<file path="src/rtl/shared_alu_arbiter.sv">
// shared_alu_arbiter: round-robin arbiter that lets NumReq requesters share a
// single external ALUdec+ALU pair. One operation is in flight at a time:
// IDLE (select/accept) -> EXEC (capture ALU result) -> RESP (hold until consumed).
module shared_alu_arbiter #(
  parameter int NumReq = 4
) (
  input  logic                   Clock,
  input  logic                   Reset,
  input  logic [NumReq-1:0]      req_valid,
  output logic [NumReq-1:0]      req_ready,
  input  logic [6*NumReq-1:0]    req_opcode,
  input  logic [6*NumReq-1:0]    req_funct,
  input  logic [32*NumReq-1:0]   req_A,
  input  logic [32*NumReq-1:0]   req_B,
  output logic [NumReq-1:0]      resp_valid,
  input  logic [NumReq-1:0]      resp_ready,
  output logic [31:0]            resp_data,
  output logic [5:0]             alu_opcode,
  output logic [5:0]             alu_funct,
  output logic [31:0]            alu_A,
  output logic [31:0]            alu_B,
  input  logic [31:0]            alu_Out,
  output logic                   busy,
  output logic [2:0]             grant_id
);

  localparam logic [1:0] S_IDLE = 2'd0;
  localparam logic [1:0] S_EXEC = 2'd1;
  localparam logic [1:0] S_RESP = 2'd2;

  localparam int unsigned NR = NumReq;

  logic [1:0]  r_state;
  logic [2:0]  r_rr_ptr;
  logic [2:0]  r_grant_id;
  logic [5:0]  r_opcode;
  logic [5:0]  r_funct;
  logic [31:0] r_A;
  logic [31:0] r_B;
  logic [31:0] r_result;

  logic [7:0]  w_valid8;
  logic [7:0]  w_rresp8;
  logic [3:0]  w_idx;
  logic        w_found;
  logic [2:0]  w_winner;
  logic [5:0]  w_sel_opcode;
  logic [5:0]  w_sel_funct;
  logic [31:0] w_sel_A;
  logic [31:0] w_sel_B;
  logic        w_accept;
  logic        w_done;

  // Widen the per-requester vectors to 8 bits so a 3-bit index always fits exactly
  always_comb begin
    w_valid8 = '0;
    w_rresp8 = '0;
    w_valid8[NumReq-1:0] = req_valid;
    w_rresp8[NumReq-1:0] = resp_ready;
  end

  // Round-robin search: first valid requester at or above rr_ptr, wrapping modulo NumReq
  always_comb begin
    w_found  = 1'b0;
    w_winner = '0;
    w_idx    = '0;
    for (int unsigned k = 0; k < NR; k++) begin
      w_idx = {1'b0, r_rr_ptr} + 4'(k);
      if (w_idx >= 4'(NR)) begin
        w_idx = w_idx - 4'(NR);
      end
      if (!w_found && w_valid8[w_idx[2:0]]) begin
        w_found  = 1'b1;
        w_winner = w_idx[2:0];
      end
    end
  end

  // Operand mux selecting the winner's request fields for latching
  always_comb begin
    w_sel_opcode = '0;
    w_sel_funct  = '0;
    w_sel_A      = '0;
    w_sel_B      = '0;
    for (int unsigned i = 0; i < NR; i++) begin
      if (w_winner == 3'(i)) begin
        w_sel_opcode = req_opcode[6*i +: 6];
        w_sel_funct  = req_funct[6*i +: 6];
        w_sel_A      = req_A[32*i +: 32];
        w_sel_B      = req_B[32*i +: 32];
      end
    end
  end

  assign w_accept = (r_state == S_IDLE) && w_found && !Reset;
  assign w_done   = (r_state == S_RESP) && w_rresp8[r_grant_id];

  // One-hot handshake strobes; reset forces both low even before the state clears
  always_comb begin
    req_ready  = '0;
    resp_valid = '0;
    for (int unsigned i = 0; i < NR; i++) begin
      req_ready[i]  = w_accept && (w_winner == 3'(i));
      resp_valid[i] = (r_state == S_RESP) && !Reset && (r_grant_id == 3'(i));
    end
  end

  assign busy       = (r_state != S_IDLE) && !Reset;
  assign grant_id   = r_grant_id;
  assign resp_data  = r_result;
  assign alu_opcode = r_opcode;
  assign alu_funct  = r_funct;
  assign alu_A      = r_A;
  assign alu_B      = r_B;

  // Arbitration FSM with operand/result registers; registers hold between operations
  always_ff @(posedge Clock) begin
    if (Reset) begin
      r_state    <= S_IDLE;
      r_rr_ptr   <= '0;
      r_grant_id <= '0;
      r_opcode   <= '0;
      r_funct    <= '0;
      r_A        <= '0;
      r_B        <= '0;
      r_result   <= '0;
    end else begin
      case (r_state)
        S_IDLE: begin
          if (w_found) begin
            r_opcode   <= w_sel_opcode;
            r_funct    <= w_sel_funct;
            r_A        <= w_sel_A;
            r_B        <= w_sel_B;
            r_grant_id <= w_winner;
            r_state    <= S_EXEC;
          end
        end
        S_EXEC: begin
          r_result <= alu_Out;
          r_state  <= S_RESP;
        end
        S_RESP: begin
          if (w_done) begin
            r_rr_ptr <= (r_grant_id == 3'(NR - 1)) ? '0 : r_grant_id + 3'd1;
            r_state  <= S_IDLE;
          end
        end
        default: begin
          r_state <= S_IDLE;
        end
      endcase
    end
  end

endmodule

</file>
<file path="config.mk">
export PLATFORM = sky130hd
export DESIGN_NAME = shared_alu_arbiter
export DESIGN_NICKNAME = d
export VERILOG_FILES = /design/src/rtl/shared_alu_arbiter.sv
export SDC_FILE = /design/constraint.sdc
export NUM_CORES = 1
export LEC_CHECK = 0
export CORE_AREA = 2 2 182 184
export DETAILED_ROUTE_END_ITERATION = 8
export DIE_AREA = 0 0 184 186
export GPL_ROUTABILITY_DRIVEN = 0
export GPL_TIMING_DRIVEN = 0
export SYNTH_ARGS = -nofsm -noshare
export SYNTH_HDL_FRONTEND = slang
export SYNTH_SLANG_ARGS = --single-unit
</file>
<file path="constraint.sdc">
create_clock -name Clock -period 5.95 [get_ports Clock]
set_clock_uncertainty 0.05 [all_clocks]
set_input_delay 1.19 -clock Clock [delete_from_list [all_inputs] [get_ports Clock]]
set_output_delay 1.19 -clock Clock [all_outputs]
set_load 0.01 [all_outputs]
</file>
==> results.yml <==
power:
  intPower_mw: 2.13
  clkPwrFrac_pct: 31.1
  switching_power_mw: 1.11
  pwr-share-seq_pct: 30.0
  pwr-share-comb_pct: 38.9
  swShare_pct: 34.3
  vdd_drop_max_uv: 183
  power_leakage_nw: 4.48
  power_density_nw_per_um2: 258
placement:
  place_hpwl_um: 27900
  dp_cells: 1711
  numPortBuffers: 464
global_routing:
  antenna_found_initial: 1
  grt-ovfl-total: 0
  grt_use_met1_pct: 23.7
  use_met2_pct: 34.5
  grt_pass1_wl_um: 50100
  first_global_vias: 8255
  grtUsageMet3_pct: 5.28
  top_usage_layer: "met2"
  grt_max_degree: 20
  grt_use_total_pct: 19.7
logic_synthesis:
  synth_cell_types: 45
  synth_ff_type: "dfxtp_1"
  synth-edff-count: 0
  async_flop_share_pct: 0
  ys_seq_area_share_pct: 33.9
  avgSynthCellArea_sq_um: 8.16
  yosys.area.top_type_share_pct: 33.9
  syn_area_sq_um: 6840
  ys_ff_latch: 116
  syn-instance-count: 839
  synth_nets: 1191
  synth_most_common_cell: "nand2_1"
  ys_warn_count: 0
  yosysTopAreaCell: "dfxtp_1"
  synthTopCellsByArea: "dfxtp_1, mux2i_1, a21o_1"
  synthTopCellsByCount: "nand2_1, dfxtp_1, mux2i_1, nand3_1, o21ai_0"
critical_path:
  critPathMaxFanout: 10
  arrival_ns: 4.49
  crit_path_start_kind: "flop"
  endpoint: "req_ready[0]"
  r2r_slack_ns: 1.53
  worstPathRequired_ns: 4.71
  r2r_cells: 12
  rr_startpoint: "r_rr_ptr[0]"
  path_class: "flop to primary output"
  startpoint: "r_rr_ptr[0]"
  end_kind: "primary output"
  r2r_end: "alu_B[13]"
finish:
  area_growth_pct: 83.9
  num-fill-cells: 3350
  finalNonFillerCells: 1744
  drive_above_1_share_pct: 6.67
  nets: 1673
detailed_routing:
  wl_per_cell_um: 20.3
  routed_via_density: 4.74
  drtPass1Iterations: 5
  drtIter0Drc: 337
  final_antenna_net_count: 0
  wl_um: 35400
  routed-via-count: 8267
  route.detailed.drc: 0
run:
  cap_violations: 0
clock_network:
  cts_hold_buf: 0
  htree_levels: 4
  numCtsBuffers: 17
  clockRootBuffer: "clkbuf_16"
  cts_tree: "done"
  cts_sinks: 116
  clk_pin_slew_worst_paths_ns: 0.06
  clock_path_buffers: 2
  clock_latency_ns: 0.42
min_path:
  hp-start: "resp_data[22]"
  hold_depth: 2
  min_path_type: "flop to flop"
timing:
  fin_crit_sh_pct: 96.3
  fin_crit_ns: 5.73
  hold_violations: 0
  slew_viol_final: 0
  setup_viol_count_final: 0
  tightest_slew_ns: 0.794
  maxSlewHeadroom_pct: 47.1
  fmax_mhz: 174
  setup_tns_ns: 0
die:
  die_w_um: 184
  placementRows: 66
  io_pins: 466
  start_util_pct: 21.3
  core_sq_um: 32200
  die_h_um: 186
  dieArea_sq_um: 34200
outcome:
  status: "completed"
[registers in the layout (all words and copies together), names as in the netlist]
name        cells
r_rr_ptr        3
alu_B          32
alu_A          32
alu_opcode      6
resp_data      32
alu_funct       6
r_state         2
grant_id        3
[routing by layer]
metal	routed length [um]	share of wire, %
met1	14800	42
met2	17500	50
met3	2580	7.3
met4	503	1.4
met5	0	0
[area by class of cell]
cell class | count | area [sq um] | share of cell area [%]
multi-input cells | 636 | 4100 | 32.6
repair buffers | 466 | 4660 | 37.0
inverters | 6 | 22.5 | 0.179
flip-flops and latches | 116 | 2320 | 18.4
well taps | 408 | 510 | 4.06
clock inverters | 12 | 97.6 | 0.775
clock buffers | 20 | 467 | 3.71
diodes | 2 | 5.00 | 0.0398
plain buffers | 78 | 404 | 3.21
[worst max-delay path: stages (launching register included)]
cell,delay (ns)
dfxtp_1,0.35
buf_2,0.21
buf_4,0.23
inv_1,0.17
ha_2,0.44
mux4_2,0.59
a221o_1,0.47
o32ai_4,0.37
or3_1,0.16
buf_2,0.22
clkbuf_4,0.27
nor2_1,0.09
clkdlybuf4s50_1,0.50
[worst min-delay path by stage]
stage               endpoint
2_1_floorplan   resp_data[0]
3_3_place_gp   resp_data[31]
3_5_place_dp   resp_data[28]
4_1_cts        resp_data[28]
5_1_grt        resp_data[16]
6_report       resp_data[22]
[cell families (layout without fill, tap and decap cells)]
kind of cell,after synthesis,after routing,share of synthesized area (%)
and+or+nand+nor,259,259,16.7
muxes,87,87,13.5
DFF,116,116,33.9
buffers and inverters,87,582,6.38
other,0,2,0
adders and majority gates,6,6,1.10
AOI/OAI and AO/OA,284,284,28.4
[power groups by stage]
| stage | clock network (mW) | registers [mW] | logic (mW) |
|---|---|---|---|
| 2_1_floorplan | 0 | 1.04 | 0.510 |
| 3_3_place_gp | 0 | 0.984 | 1.27 |
| 3_5_place_dp | 0 | 0.988 | 1.27 |
| 4_1_cts | 1.03 | 0.973 | 1.27 |
| 5_1_grt | 1.07 | 0.989 | 1.36 |
| 6_report | 1.01 | 0.973 | 1.26 |
[per-stage QoR]
step                utilization [%]  setup slack, ns  hold WS [ns]  total power, mW  area, sq um
CTS                            39.0           0.0531         0.406             3.28        12600
detailed placement             37.3           0.0623         0.398             2.26        12000
floorplan                         -             1.56         0.431             1.55         6840
global placement               37.3            0.118         0.392             2.25        12000
finish                         39.1            0.218         0.402             3.24        12600
global route                   39.1          -0.0188         0.429             3.42        12600
[layout by cell type (no fill, tap or decap), types with 11 or more instances in the layout]
cell type / n
nand3_1: 77
nand2_1: 148
dfxtp_1: 116
clkdlybuf4s50_1: 464
a21o_1: 75
o211ai_2: 11
clkbuf_1: 50
clkbuf_16: 17
o211ai_1: 66
a21oi_1: 36
mux2i_1: 81
o21ai_0: 77
nor2_1: 15
buf_2: 11
[repair_timing]
action	in CTS	in global routing
endpoints found under the setup margin	2	4
gates resized for setup	0	4
buffers inserted	0	2
pin swaps	0	1
(Power assumes the default switching activity.)
